$ cat src/rtl/scemi_out_pipe_xport.sv
// SCE-MI output pipe endpoint (HW side).
// DUT elements enter through a valid/ready send port and are stored in a FIFO.
// Buffered elements go to the transport link in bursts. A burst starts when
// the threshold is reached, when an end-of-message element is buffered, or
// when a flush is requested. Once started, a burst runs until the FIFO is empty.
module scemi_out_pipe_xport #(
  parameter int BYTES_PER_ELEMENT      = 1,
  parameter int BUFFER_MAX_ELEMENTS    = 8,
  parameter int NOTIFICATION_THRESHOLD = BUFFER_MAX_ELEMENTS
) (
  input  logic                                         clk,
  input  logic                                         rst_n,
  input  logic                                         send_valid,
  output logic                                         send_ready,
  input  logic [BYTES_PER_ELEMENT*8-1:0]               send_data,
  input  logic                                         send_eom,
  output logic [$clog2(BUFFER_MAX_ELEMENTS+1)-1:0]     can_send,
  input  logic                                         flush_req,
  output logic                                         flush_done,
  output logic                                         tx_valid,
  input  logic                                         tx_ready,
  output logic [BYTES_PER_ELEMENT*8-1:0]               tx_data,
  output logic                                         tx_eom,
  output logic                                         notify
);

  localparam int W     = BYTES_PER_ELEMENT * 8;
  localparam int D     = BUFFER_MAX_ELEMENTS;
  localparam int CW    = $clog2(D + 1);
  localparam int PW    = $clog2(D);
  localparam int THR_I = (NOTIFICATION_THRESHOLD < 1) ? 1 :
                         ((NOTIFICATION_THRESHOLD > D) ? D : NOTIFICATION_THRESHOLD);

  localparam logic [CW-1:0] DEPTH    = CW'(D);
  localparam logic [CW-1:0] THR      = CW'(THR_I);
  localparam logic [PW-1:0] PTR_LAST = PW'(D - 1);

  typedef enum logic {ACCUM, DRAIN} state_t;

  state_t        state;
  logic [W:0]    mem [D];
  logic [PW-1:0] wr_ptr;
  logic [PW-1:0] rd_ptr;
  logic [CW-1:0] count;
  logic [CW-1:0] eom_cnt;
  logic          flush_pend;

  logic          push;
  logic          pop;
  logic          last_pop;
  logic          release_cond;
  logic          start_burst;
  logic          flush_fire;
  logic [W:0]    head;

  // A full FIFO refuses a push even if the head is leaving on the same edge;
  // a pending flush freezes the input so the drain has a fixed end point.
  assign send_ready   = (count != DEPTH) && !flush_pend;
  assign can_send     = DEPTH - count;
  assign push         = send_valid && send_ready;

  // The head entry is read directly. Payload is masked to zero when idle, so
  // nothing stale is shown after reset or between bursts.
  assign head         = mem[rd_ptr];
  assign tx_valid     = (state == DRAIN) && (count != '0);
  assign tx_data      = tx_valid ? head[W-1:0] : '0;
  assign tx_eom       = tx_valid && head[W];
  assign pop          = tx_valid && tx_ready;

  assign release_cond = (count >= THR) || (eom_cnt != '0) || flush_pend;
  assign start_burst  = (state == ACCUM) && release_cond && (count != '0);
  assign last_pop     = pop && !push && (count == CW'(1));
  assign flush_fire   = flush_pend &&
                        (((state == ACCUM) && (count == '0)) ||
                         ((state == DRAIN) && last_pop));

  // Element storage: {eom, data} is written at the tail on every accepted push.
  always_ff @(posedge clk) begin
    if (push) begin
      mem[wr_ptr] <= {send_eom, send_data};
    end
  end

  // Pointers wrap modulo depth; occupancy and the stored-EOM tally follow push/pop.
  always_ff @(posedge clk or negedge rst_n) begin
    if (!rst_n) begin
      wr_ptr  <= '0;
      rd_ptr  <= '0;
      count   <= '0;
      eom_cnt <= '0;
    end else begin
      if (push) begin
        wr_ptr <= (wr_ptr == PTR_LAST) ? '0 : wr_ptr + 1'b1;
      end
      if (pop) begin
        rd_ptr <= (rd_ptr == PTR_LAST) ? '0 : rd_ptr + 1'b1;
      end
      case ({push, pop})
        2'b10:   count <= count + 1'b1;
        2'b01:   count <= count - 1'b1;
        default: count <= count;
      endcase
      eom_cnt <= eom_cnt + CW'(push && send_eom) - CW'(pop && head[W]);
    end
  end

  // Burst control: accumulate, then drain to empty. Also generates the
  // registered notify/flush_done pulses and tracks the pending flush.
  always_ff @(posedge clk or negedge rst_n) begin
    if (!rst_n) begin
      state      <= ACCUM;
      notify     <= 1'b0;
      flush_done <= 1'b0;
      flush_pend <= 1'b0;
    end else begin
      notify     <= 1'b0;
      flush_done <= flush_fire;
      case (state)
        ACCUM: begin
          if (start_burst) begin
            state  <= DRAIN;
            notify <= 1'b1;
          end
        end
        DRAIN: begin
          if (last_pop) begin
            state <= ACCUM;
          end
        end
        default: state <= ACCUM;
      endcase
      if (flush_fire) begin
        flush_pend <= 1'b0;
      end else if (flush_req) begin
        flush_pend <= 1'b1;
      end
    end
  end

endmodule
$ cat config.mk
export PLATFORM = sky130hd
export DESIGN_NAME = scemi_out_pipe_xport
export DESIGN_NICKNAME = d
export VERILOG_FILES = /design/src/rtl/scemi_out_pipe_xport.sv
export SDC_FILE = /design/constraint.sdc
export NUM_CORES = 1
export LEC_CHECK = 0
export ABC_AREA = 0
export ABC_CLOCK_PERIOD_IN_PS = 4300
export CORE_MARGIN = 10
export CORE_UTILIZATION = 45
export CTS_BUF_LIST = sky130_fd_sc_hd__clkbuf_8
export CTS_CLUSTER_SIZE = 28
export DETAILED_ROUTE_END_ITERATION = 12
export GPL_TIMING_DRIVEN = 0
export PLACE_DENSITY = 0.71
export SLEW_MARGIN = 20
export SYNTH_ARGS = -nofsm -noshare
export SYNTH_HDL_FRONTEND = slang
export SYNTH_SLANG_ARGS = --single-unit
$ cat constraint.sdc
create_clock -name clk -period 4.3 [get_ports clk]
set_input_delay 1.29 -clock clk [delete_from_list [all_inputs] [get_ports clk]]
set_output_delay 1.29 -clock clk [all_outputs]
set_load 0.05 [all_outputs]
[After elaboration in Yosys (flattened, before gate mapping)]
Memory sizes are Yosys's and may differ from the RTL's.
Index checks and enable logic that the tools add are counted.
Storage, ports and cells
  register bits: 18
  bits in writable memories: 72
  input bits: 14
  output and inout bits: 17
  logic and storage cells: 60
  memories: 1
Memories
  mem: words 8, bits a word 9, rd ports 1, clocked after Yosys merged registers in 0, write ports 1, RTL line 41  | logic [W:0] mem [D];
Operators by class
  add/subtract/negate cells: 7
  $lt $le $gt $ge: 1
  equality and inequality tests: 6
  muxes and demuxes: 12
  bitwise gates (word level): 1
  reductions and logical operators: 24
Operator list (number)
  $logic_and 1x1->1: 14
  $mux 8: 1
  $pmux 4 s2: 1
  $reduce_bool 4->1: 2
  $mux 1: 7
  $add 3x1->3 const B: 2
  $eq 3x3->1 const B: 2
  $mux 3: 2
  $add 4x1->4: 1
  $add 4x1->4 const B: 1
  $eq 4x1->1 const B: 1
  $ge 4x4->1 const B: 1
  $logic_not 4->1: 1
  $ne 4x4->1 const B: 1
  $reduce_bool 2->1: 2
  $sub 4x1->4: 1
  $sub 4x1->4 const B: 1
  $sub 4x4->4 const A: 1
  $logic_or 1x1->1: 3
  $eq 2x1->1 const B: 1
  $eq 2x2->1 const B: 1
  $logic_not 1->1: 2
  $pmux 1 s2: 1
  $not 1->1: 1

[Longest topological paths before layout]
Gate-level depths: netlist (run 1).
  depth after elaboration: 10
  gate-level depth with buffers: 11
  depth with buffers taken out: 11

[Worst setup path before layout (run 1)]
OpenSTA, ideal clock, no wires.
  path kind: flip-flop to output port
  start: register count[0]
  end: output port tx_data[0]
  data arrival time: 2.122 ns
  required time: 3.010 ns
  path slack: 0.888 ns
  stages on the path, launching flop included: 6
  path buffers: 0
  cell sequence: dfrtp_1 inv_1 ha_1 nand2b_1 o21ai_2 nor3_1
On the way
  longest elaborated chain between the ends: 3
Ends and longest elaborated chain
  start: declaration: RTL line 44  | logic [CW-1:0] count;
  start signal: assignment: RTL line 99  | 2'b10: count <= count + 1'b1;
  start signal: assignment: RTL line 100  | 2'b01: count <= count - 1'b1;
  start signal: assignment: RTL line 101  | default: count <= count;
  $reduce_bool 4->1: RTL line 65  | assign tx_valid = (state == DRAIN) && (count != '0);
  $logic_and 1x1->1: RTL line 65
  $mux 8: RTL line 66  | assign tx_data = tx_valid ? head[W-1:0] : '0;
  end: declaration: RTL line 22  | output logic [BYTES_PER_ELEMENT*8-1:0] tx_data,
Every way passes these cells.

[Final worst setup path (run 1)]
  start: register count[0]
  end: output port tx_data[3]
The elaborated chain is that of the path after synthesis.

==> results of run 1 <==
[worst paths after layout]
check / to / cells after the start / slack (ns) / start
max: tx_data[3] / 6 / 0.27 / count[0]
min reg2reg: eom_cnt[0] / 1 / 0.52 / eom_cnt[0]
max in group asynchronous: rd_ptr[2] / 1 / 2.36 / rst_n
min in group asynchronous: wr_ptr[2] / 1 / 1.40 / rst_n
max reg2reg: eom_cnt[2] / 9 / 1.63 / rd_ptr[0]
min: eom_cnt[0] / 1 / 0.52 / eom_cnt[0]
[kinds of logic after synthesis]
| group | count (synthesis) | synth area share, % |
|---|---|---|
| flip-flops | 90 | 67.27 |
| AND/OR/NAND/NOR | 46 | 6.250 |
| multiplexers | 43 | 11.86 |
| AO/OA/AOI/OAI | 28 | 5.380 |
| buffers and inverters | 20 | 2.738 |
| adder cells (fa/ha/maj) | 14 | 4.704 |
| XOR/XNOR | 8 | 1.804 |
[stage by stage]
step	cell area (um^2)	util, %	hold WS, ns
floorplan	3884	-	0.4802
global placement	4315	52.00	0.4948
detailed placement	4379	52.77	0.5046
CTS	4579	55.18	0.5252
global route	4579	55.18	0.5366
finish	4579	55.18	0.5214
[cell type report]
type,instances,area share (%)
buffer,9,1.421
clock buffer,9,2.705
clock inverter,7,1.667
inverter,11,0.9016
multi-input combinational,139,26.01
sequential,90,57.05
tap,105,2.869
timing repair buffer,35,7.377
[worst max-delay path, stage by stage (launching register included)]
cell and delay (ns):
dfrtp_1 0.51, inv_1 0.09, ha_1 0.28, nand2b_1 0.18, o21ai_2 0.20, nor3_1 0.28, clkdlybuf4s50_1 0.86
[registers in the layout, summed over array words and instances, names as in the netlist]
signal / flops
notify: 1
flush_done: 1
flush_pend: 1
mem: 72
wr_ptr: 3
state: 1
rd_ptr: 3
count: 4
eom_cnt: 4
[cell usage in the layout, fill, tap and decap left out, drive strengths merged]
cell type / n
a22o: 9
o31ai: 1
o21ai: 3
fa: 1
nor2: 9
nor2b: 4
clkdlybuf4s50: 30
a21o: 1
inv: 13
a31oi: 1
a21oi: 2
buf: 12
o21bai: 1
edfxtp: 72
clkinvlp: 2
nor4: 2
clkbuf: 11
xnor2: 4
ha: 13
nor3: 15
nand3: 2
mux2i: 19
nand4b: 1
mux2: 24
o22ai: 9
o211ai: 1
nand2b: 5
xor2: 4
and3: 1
bufinv: 1
nand2: 5
or4b: 1
clkinv: 2
nand3b: 1
dfrtp: 18
[layer usage]
layer / track usage, % / vias up
li1: - / 1037
met2: 19.09 / 35
met4: 5.584 / 0
met1: 15.64 / 1057
met5: 0 / -
met3: 3.222 / 13
[report_power, final]
| part | internal [mW] | leakage, nW | switching (mW) |
|---|---|---|---|
| Sequential | 1.06 | 0.860 | 0.0983 |
| Combinational | 0.682 | 0.720 | 1.06 |
| Clock | 0.272 | 0.0962 | 0.310 |
| Total | 2.01 | 1.68 | 1.47 |
==> out/results.ini, run 1 <==
[outcome]
outcome = finished, final reports clean

[drt]
dr_total_vias = 2142
vias_per_cell = 5.289
wl_met1_um = 3465
drtPass1Iterations = 4
met3WireLength_um = 304
wl_per_cell_um = 18.50
remaining_drc_errors = 0
dr.first_iter.drc_count = 113
antenna_left = 0
top_layer = met4
wl_met2_um = 3587
wirelength_um = 7492

[placed_design]
place_inst = 389
gp_congestion = 0.7412
io_buffers = 30
dp_slack_ns = 0.5667
hpwl_um = 5057

[sta]
finalClockSkew_ns = 0.01409
fmax_ghz = 0.2480
max_slew_margin_pct = 31.90
fin_crit_sh_pct = 93.77
rsz0062_at_grt = false
worst_pin_slew_ns = 1.018
post-route-min-period_ns = 4.032
setup_tns_ns = 0
setup_ws_ns = 0.2677
slew_violations = 0
hold_viol = 0
setup_viol = 0

[layout]
seqCellArea_um2 = 2613
antenna_cells = 0
fillers = 657
layout.cells.non_filler = 405
final_nets = 323
area_growth_pct = 17.91
multi_input_area_um2 = 1191
drive_gt1_share_pct = 20.33

[pwr]
power_mw = 3.481
power.density_nw_per_um2 = 760.1
p_leak_nw = 1.676
ir_worst_vdd_mv = 0.3883

[floorplanning]
rows = 33
die_x_um = 112.9
start_util_pct = 46.80
die_area_um2 = 12750
die_h_um = 112.9
ios = 31
core_area_um2 = 8299

[logic_synthesis]
synth_common_cells = 72 x edfxtp_1, 24 x mux2_2, 19 x mux2i_1
ys_types = 35
syn_area_per_cell_um2 = 15.60
ys_ff_latch = 90
netlist_area_um2 = 3884
synth_area_leaders = edfxtp_1 56%, dfrtp_1 12%, mux2_2 7.0%, mux2i_1 4.9%, ha_1 4.2%
synth_top_cell_by_area = edfxtp_1
synth_top_area_share_pct = 55.67
synth_ff_type = edfxtp_1
yosysWarningCount = 0
ys_seq_area_share_pct = 67.27
netlist_instances = 249
yosys.cell_count.top_type = edfxtp_1
synth_edf_count = 72
ys_async_sr_fraction_pct = 20.00
syn-num-nets = 277

[critical_path]
startpoint_type = register
worst-endpoint-required_ns = 3.01
end_kind = output port
path_max_fanout = 10
crit_type = reg2out
worstPathArrival_ns = 2.74

[clocking]
clock_tree.root_cell = clkbuf_8
h-tree-depth = 3
cts_sinks = 90
cts_resized = 0
cts_buffers = 9
cts_setup_buffers = 0
cts_hold_buf = 0
cts_tree = done
clockBufferDepth = 2
clk_pin_slew_worst_paths_ns = 0.09
clk_latency_ns = 0.37

[global_route]
antenna_found_initial = 0
grt_max_degree = 19
grt_first_pass_wirelength_um = 12050
grt_pass1_vias = 2159
grt_overflow = 0
grt.total_usage_pct = 12.26

[hold_path]
worstHoldPathType = reg2reg

[flow_run]
drv_cap = 0

No activity file was read; power rests on OpenSTA's default activity.
==> run 2, diff against run 1 <==
--- a/config.mk
+++ b/config.mk
@@ -5,15 +5,15 @@
 export SDC_FILE = /design/constraint.sdc
 export NUM_CORES = 1
 export LEC_CHECK = 0
-export ABC_AREA = 0
-export ABC_CLOCK_PERIOD_IN_PS = 4300
+export ABC_AREA = 1
+export ABC_CLOCK_PERIOD_IN_PS = 3600
 export CORE_MARGIN = 10
 export CORE_UTILIZATION = 45
 export CTS_BUF_LIST = sky130_fd_sc_hd__clkbuf_8
 export CTS_CLUSTER_SIZE = 28
 export DETAILED_ROUTE_END_ITERATION = 12
 export GPL_TIMING_DRIVEN = 0
-export PLACE_DENSITY = 0.71
+export PLACE_DENSITY = 0.73
 export SLEW_MARGIN = 20
 export SYNTH_ARGS = -nofsm -noshare
 export SYNTH_HDL_FRONTEND = slang
==> constraint.sdc (replaced) <==
create_clock -name clk -period 3.6 [get_ports clk]
set_input_delay 1.08 -clock clk [delete_from_list [all_inputs] [get_ports clk]]
set_output_delay 1.08 -clock clk [all_outputs]
set_load 0.05 [all_outputs]
==> run 2 against run 1 <==
- via count rose by 33%
- combinational power rose by 23%
- sequential share of layout area fell by 3.0 points
- register-to-register slack got worse by 0.70 ns
- setup slack got worse by 0.13 ns
- wire length rose by 18%
- global-route usage rose by 1.3 points
- non-clock buffer count rose by 8
- area after synthesis rose by 6.2%
- sequential power rose by 16%
- utilization fell by 0.29 points
- design area rose by 5.5%
- critical path type unchanged
- largest power group unchanged
==> out/results.ini, run 2 <==
[sta]
max_slew_margin_pct = 40.46
slew_violations = 0
post-route-min-period_ns = 3.458
fmax_ghz = 0.2892
hold_viol = 0
finalClockSkew_ns = 0.009133
setup_tns_ns = 0
whs_ns = 0.5144
worst_pin_slew_ns = 0.8903
setup_viol = 0
fin_crit_sh_pct = 96.07
rsz0062_at_grt = false

[logic_synthesis]
ys_seq_area_share_pct = 63.37
yosys.cell_count.top_type = nand2_1
netlist_area_um2 = 4123
syn_area_per_cell_um2 = 10.15
synthAdderAreaFrac_pct = 4.431
ys_ff_latch = 90
netlist_instances = 406
ys_async_sr_fraction_pct = 20.00
synth_area_leaders = edfxtp_1 52%, dfrtp_1 11%, nand2_1 6.7%, nor2_1 6.1%, inv_1 4.8%
synth_top_family_by_area = simple AND/OR/NAND/NOR gates
synth_mux_area_share_pct = 0
synth_xor_area_share_pct = 1.062
synth_top_cell_by_area = edfxtp_1
yosysWarningCount = 0
synth_compound_area_share_pct = 4.431
synth_top_area_share_pct = 52.44
synth_ff_type = edfxtp_1
synth_edf_count = 72
syn-num-nets = 434
synth_common_cells = 74 x nand2_1, 72 x edfxtp_1, 67 x nor2_1
ys_types = 26
yosys.area_share.simple_pct = 19.18

[drt]
wirelength_um = 8864
dr_total_vias = 2855
wl_per_cell_um = 15.66
remaining_drc_errors = 0
drtPass1Iterations = 5
vias_per_cell = 5.044
antenna_left = 0
dr.first_iter.drc_count = 210

[clocking]
clockBufferDepth = 2
clk_pin_slew_worst_paths_ns = 0.09
cts_sinks = 90
clk_latency_ns = 0.36
cts_setup_buffers = 0
cts_tree = done
clock_tree.root_cell = clkbuf_8
cts_buffers = 9
h-tree-depth = 3

[global_route]
antenna_found_initial = 0
grt_overflow = 0
grt_first_pass_wirelength_um = 13910
grt_pass1_vias = 2707
grt.total_usage_pct = 13.60
grt_max_degree = 19

[critical_path]
path_max_fanout = 9
crit_type = reg2out
startpoint_type = register
worstPathArrival_ns = 2.38
end_kind = output port
worst-endpoint-required_ns = 2.52

[flow_run]
drv_cap = 0

[layout]
final_common_cell = nand2_1
layout.cells.non_filler = 566
largest_reg_flops = 72
seqCellArea_um2 = 2613
final_nets = 481
fillers = 731
top_regs = mem (72), count (4), eom_cnt (4)
top_register = mem
fin_util_pct = 54.89
area_growth_pct = 17.24
layout_common_cells = 74 x nand2_1, 72 x edfxtp_1, 67 x nor2_1
drive_gt1_share_pct = 11.79
antenna_cells = 0
multi_input_area_um2 = 1240

[floorplanning]
ios = 31
core_area_um2 = 8806
die_h_um = 115.7
start_util_pct = 46.82
die_x_um = 115.7
die_area_um2 = 13390
rows = 34

[placed_design]
gp_congestion = 0.8014
hpwl_um = 6097
io_buffers = 30
place_inst = 550

[hold_path]
worstHoldPathType = reg2reg

[pwr]
power.density_nw_per_um2 = 864.8
p_leak_nw = 2.056
power_mw = 4.180
ir_worst_vdd_mv = 0.3667

[outcome]
outcome = finished, final reports clean

## run 2: cell count changes after synthesis, sizes merged, moves of 4 or more
cell	before	now
buf	7	14
o22ai	9	0
o21ai	3	32
nor2	9	69
mux2i	19	0
inv	11	56
nor3	15	8
nand2b	5	0
mux2	24	0
nor2b	4	0
nand3	2	31
a22o	9	0
nand2	5	76
## run 2: repair_timing
| item | in CTS | in global routing |
|---|---|---|
| hold buffers | 0 | 0 |
| setup endpoints to repair | 10 | 3 |
| resized for setup | 11 | 4 |
## run 2: per-layer routing
layer  track usage, %  up-vias  part of all wire, %
met5                0        -                    0
met4            5.421        0                  1.8
met3            2.687       13                  6.7
met2            23.46       85                   49
met1            16.41     1337                   42
li1                 -     1420                    -
## run 2: metrics by stage
stage	cell area, um^2	setup slack (ns)
after floorplan	4123	0.5817
after global placement	4558	-0.01963
after detailed placement	4643	0.1774
after CTS	4835	0.06562
after global routing	4833	0.0005793
final	4833	0.1416
## run 2: layout make-up
cell class                 instances  share of cell area, %
buffer                            16                  2.097
tap                              108                  2.796
inverter                          56                  4.349
sequential                        90                  54.05
clock inverter                     7                  1.631
clock buffer                       9                  2.563
timing repair buffer              36                  6.860
multi-input combinational        244                  25.65
## run 2: power by group
part	internal, mW	switching [mW]
Combinational	0.662	1.48
Sequential	1.26	0.0857
Clock	0.328	0.368
Total	2.25	1.94
## run 2: path summary, 6_finish.rpt
| kind | startpoint | to | slack (ns) | cells past startpoint |
|---|---|---|---|---|
| setup reg to reg | count[0] | eom_cnt[2] | 0.93 | 13 |
| hold / removal | eom_cnt[0] | eom_cnt[0] | 0.51 | 1 |
| hold reg to reg | eom_cnt[0] | eom_cnt[0] | 0.51 | 1 |
| max in group asynchronous | rst_n | rd_ptr[1] | 1.83 | 1 |
| min in group asynchronous | rst_n | notify | 1.22 | 1 |
| setup / recovery | count[0] | tx_data[4] | 0.14 | 8 |
## run 2: cell families after synthesis
family,Yosys count
compound gates,36
fa+ha+maj,14
buf+inv,72
xor+xnor,5
simple gates,189
flops,90
## run 2: critical path: stages, from the launching register on
cell           delay [ns]
dfrtp_1              0.49
inv_1                0.11
ha_1                 0.28
nand2_2              0.10
nand2_1              0.10
inv_2                0.21
nand2_1              0.10
nor2_1               0.09
dlygate4sd2_1        0.55
==> RTL change: new RTL, config.mk and constraints of run 1 <==
Set the parameter `BUFFER_MAX_ELEMENTS` to 32 (it was 8).
--- a/src/rtl/scemi_out_pipe_xport.sv
+++ b/src/rtl/scemi_out_pipe_xport.sv
@@ -5,7 +5,7 @@
 // when a flush is requested. Once started, a burst runs until the FIFO is empty.
 module scemi_out_pipe_xport #(
   parameter int BYTES_PER_ELEMENT      = 1,
-  parameter int BUFFER_MAX_ELEMENTS    = 8,
+  parameter int BUFFER_MAX_ELEMENTS    = 32,
   parameter int NOTIFICATION_THRESHOLD = BUFFER_MAX_ELEMENTS
 ) (
   input  logic                                         clk,
Interface: changed (resized can_send); port bits go from 31 to 33. No check against the original RTL was run, so the function may have changed too.
==> RTL change against run 1 <==
Wire length rose to 3.6 times the old value. First-iteration DRC count rose to 5.4 times the old value. Worst setup slack got worse by 0.13 ns. Cell area rose to 3.2 times the old value. Area after synthesis rose to 3.3 times the old value. Sequential cell count rose by 224. Total power rose to 2.7 times the old value. Critical path type unchanged. Critical endpoint is now tx_data[7]. Highest routed layer unchanged.
==> RTL change: results (changes against run 1) <==
Setup path
The number of cells on the worst reg-to-reg path was 15 (+6). The worst register-to-register path ends at eom_cnt[4]. The data arrival at the endpoint of the critical path was 2.87 ns (+0.13 ns). The register-to-register setup slack is 0.86 ns (-0.77 ns).

Placement
The global placement routability congestion is 0.915 (+23%). The count of buffers from port buffering was 32 (+6.7%). The instance area after placement is 13,700 um2 (+210%). The number of placed cells counting well taps came to 1,100 (+180%). The total half-perimeter wirelength after legalization and detailed placement is 17,000 um (+240%).

Logic synthesis
The post-synthesis async set-or-reset flop share was 8.28% (-12 points). The commonest cells after synthesis are sky130_fd_sc_hd__edfxtp_1 (288), sky130_fd_sc_hd__mux4_2 (59), sky130_fd_sc_hd__nor2_1 (58). By area the synthesized netlist is led by sky130_fd_sc_hd__edfxtp_1 (67%), sky130_fd_sc_hd__mux4_2 (10%), sky130_fd_sc_hd__dfrtp_1 (5.0%), sky130_fd_sc_hd__mux2i_1 (3.2%), sky130_fd_sc_hd__ha_1 (1.8%).

The sequential area share after synthesis is 72.1% (+4.8 points). The synthesized instance count is 690 (+180%). The number of nets produced by synthesis is 724 (+160%). The number of enable flip-flop cells after synthesis is 288 (+300%).

The number of different library cells in the post-synthesis netlist came to 50 (+43%).

Clocking
The H-tree depth is 2 (-1). The TritonCTS buffer count came to 49 (+40). The CTS clock-pin slew for the worst setup and hold paths is 0.06 ns (-0.03 ns).

The clock latency on the worst-skew pair is 0.56 ns (+0.19 ns). The count of instances resized after the clock tree is built was 32 (+32). The clock root buffer master is sky130_fd_sc_hd__clkbuf_8.

Finish
The number of standard cells in the final layout excluding fillers is 1,180 (+190%). The proportion of layout cells with a drive suffix above 1 is 20.9% (+0.61 points). The largest registers in the layout are mem x288, count x6, eom_cnt x6.

GRT
The via count of the first global-routing pass is 6,648 (+210%). The routing usage on met2 came to 24.1% (+5.0 points). The met1 global-route usage is 20.5% (+4.9 points). The met3 routing resource usage after global routing is 3.56% (+0.34 points). The global-route wire length before repair came to 41,300 um (+240%).

The pin count of the biggest net entering global routing came to 34 (+15). The global-route usage over all layers is 15.2% (+3.0 points).

Route
The average via count per standard cell is 5.53 (+4.6%). The first-pass detailed-route iteration total is 5 (+1). The total length of routed met3 wires is 1980 um (+550%).

The number of DRC markers after the initial detailed-route iteration came to 605 (+440%). The total wire length is 27,100 um (+260%). The detailed route wirelength on metal2 came to 13,000 um (+260%).

STA
The setup clock skew after layout was 0.0227 ns (+0.00858 ns). The relative slew slack was 29.9% (-2.0 points).

Run status
The run finished with clean final reports.

Power and ir drop
The leakage power came to 4.87 nW (+190%).
RTL change: cell types whose count changed after synthesis, moves of 10 or more:
cell / before / now
sky130_fd_sc_hd__mux2i_1: 19 / 41
sky130_fd_sc_hd__nor3_1: 15 / 5
sky130_fd_sc_hd__nor2_1: 9 / 58
sky130_fd_sc_hd__nand2_1: 5 / 25
sky130_fd_sc_hd__mux4_2: 0 / 59
sky130_fd_sc_hd__mux2_2: 24 / 1
sky130_fd_sc_hd__buf_2: 1 / 13
sky130_fd_sc_hd__a21oi_1: 1 / 17
sky130_fd_sc_hd__edfxtp_1: 72 / 288
RTL change: cell families (layout without fill, tap and decap cells):
kind of cell | Yosys count | in the layout | synth area share (%)
muxes | 106 | 106 | 14.6
xor gates and xnor gates | 13 | 13 | 0.883
DFF | 314 | 314 | 72.1
adders and majority gates | 20 | 20 | 2.00
AOI/OAI and AO/OA | 64 | 64 | 3.52
and+or+nand+nor | 122 | 122 | 4.37
buffers and inverters | 51 | 163 | 2.54
RTL change: worst max path at each step:
stage | start | to | slack (ns) | depth (start not counted)
6_report | rd_ptr[1] | tx_data[7] | 0.14 | 8
5_1_grt | count[0] | tx_data[3] | -0.005 | 8
4_1_cts | count[0] | tx_data[7] | 0.002 | 8
3_5_place_dp | rd_ptr[2] | tx_data[0] | -0.002 | 7
3_3_place_gp | rd_ptr[2] | tx_data[0] | 0.07 | 7
2_1_floorplan | count[0] | eom_cnt[4] | 0.65 | 15
RTL change: final cells by class:
type / count / area [um2]
inverters: 15 / 56.3
fillers: 2272 / 13600
clock buffers: 49 / 674
plain buffers: 36 / 284
well taps: 378 / 473
flip-flops and latches: 314 / 9300
multi-input cells: 325 / 3290
repair buffers: 32 / 260
clock inverters: 31 / 124
RTL change: power breakdown:
part / switching [mW] / internal (mW)
clock network: 1.07 / 1.04
registers: 0.0908 / 3.46
logic: 2.20 / 1.47
total: 3.35 / 5.97
RTL change: stage by stage:
| step | hold slack (ns) | setup slack, ns | setup TNS [ns] |
|---|---|---|---|
| floorplan | 0.479 | 0.654 | 0 |
| global placement | 0.494 | 0.0711 | 0 |
| detailed placement | 0.498 | -0.00195 | -0.00195 |
| CTS | 0.510 | 0.00178 | 0 |
| global route | 0.535 | -0.00538 | -0.00947 |
| finish | 0.505 | 0.142 | 0 |
RTL change: worst max-delay path, stage by stage (launching register included):
cell and delay (ns):
sky130_fd_sc_hd__dfrtp_1 0.38, sky130_fd_sc_hd__buf_6 0.22, sky130_fd_sc_hd__buf_12 0.18, sky130_fd_sc_hd__buf_6 0.19, sky130_fd_sc_hd__mux4_2 0.22, sky130_fd_sc_hd__mux2i_1 0.09
sky130_fd_sc_hd__a221o_1 0.43, sky130_fd_sc_hd__a21oi_1 0.26, sky130_fd_sc_hd__buf_2 0.33
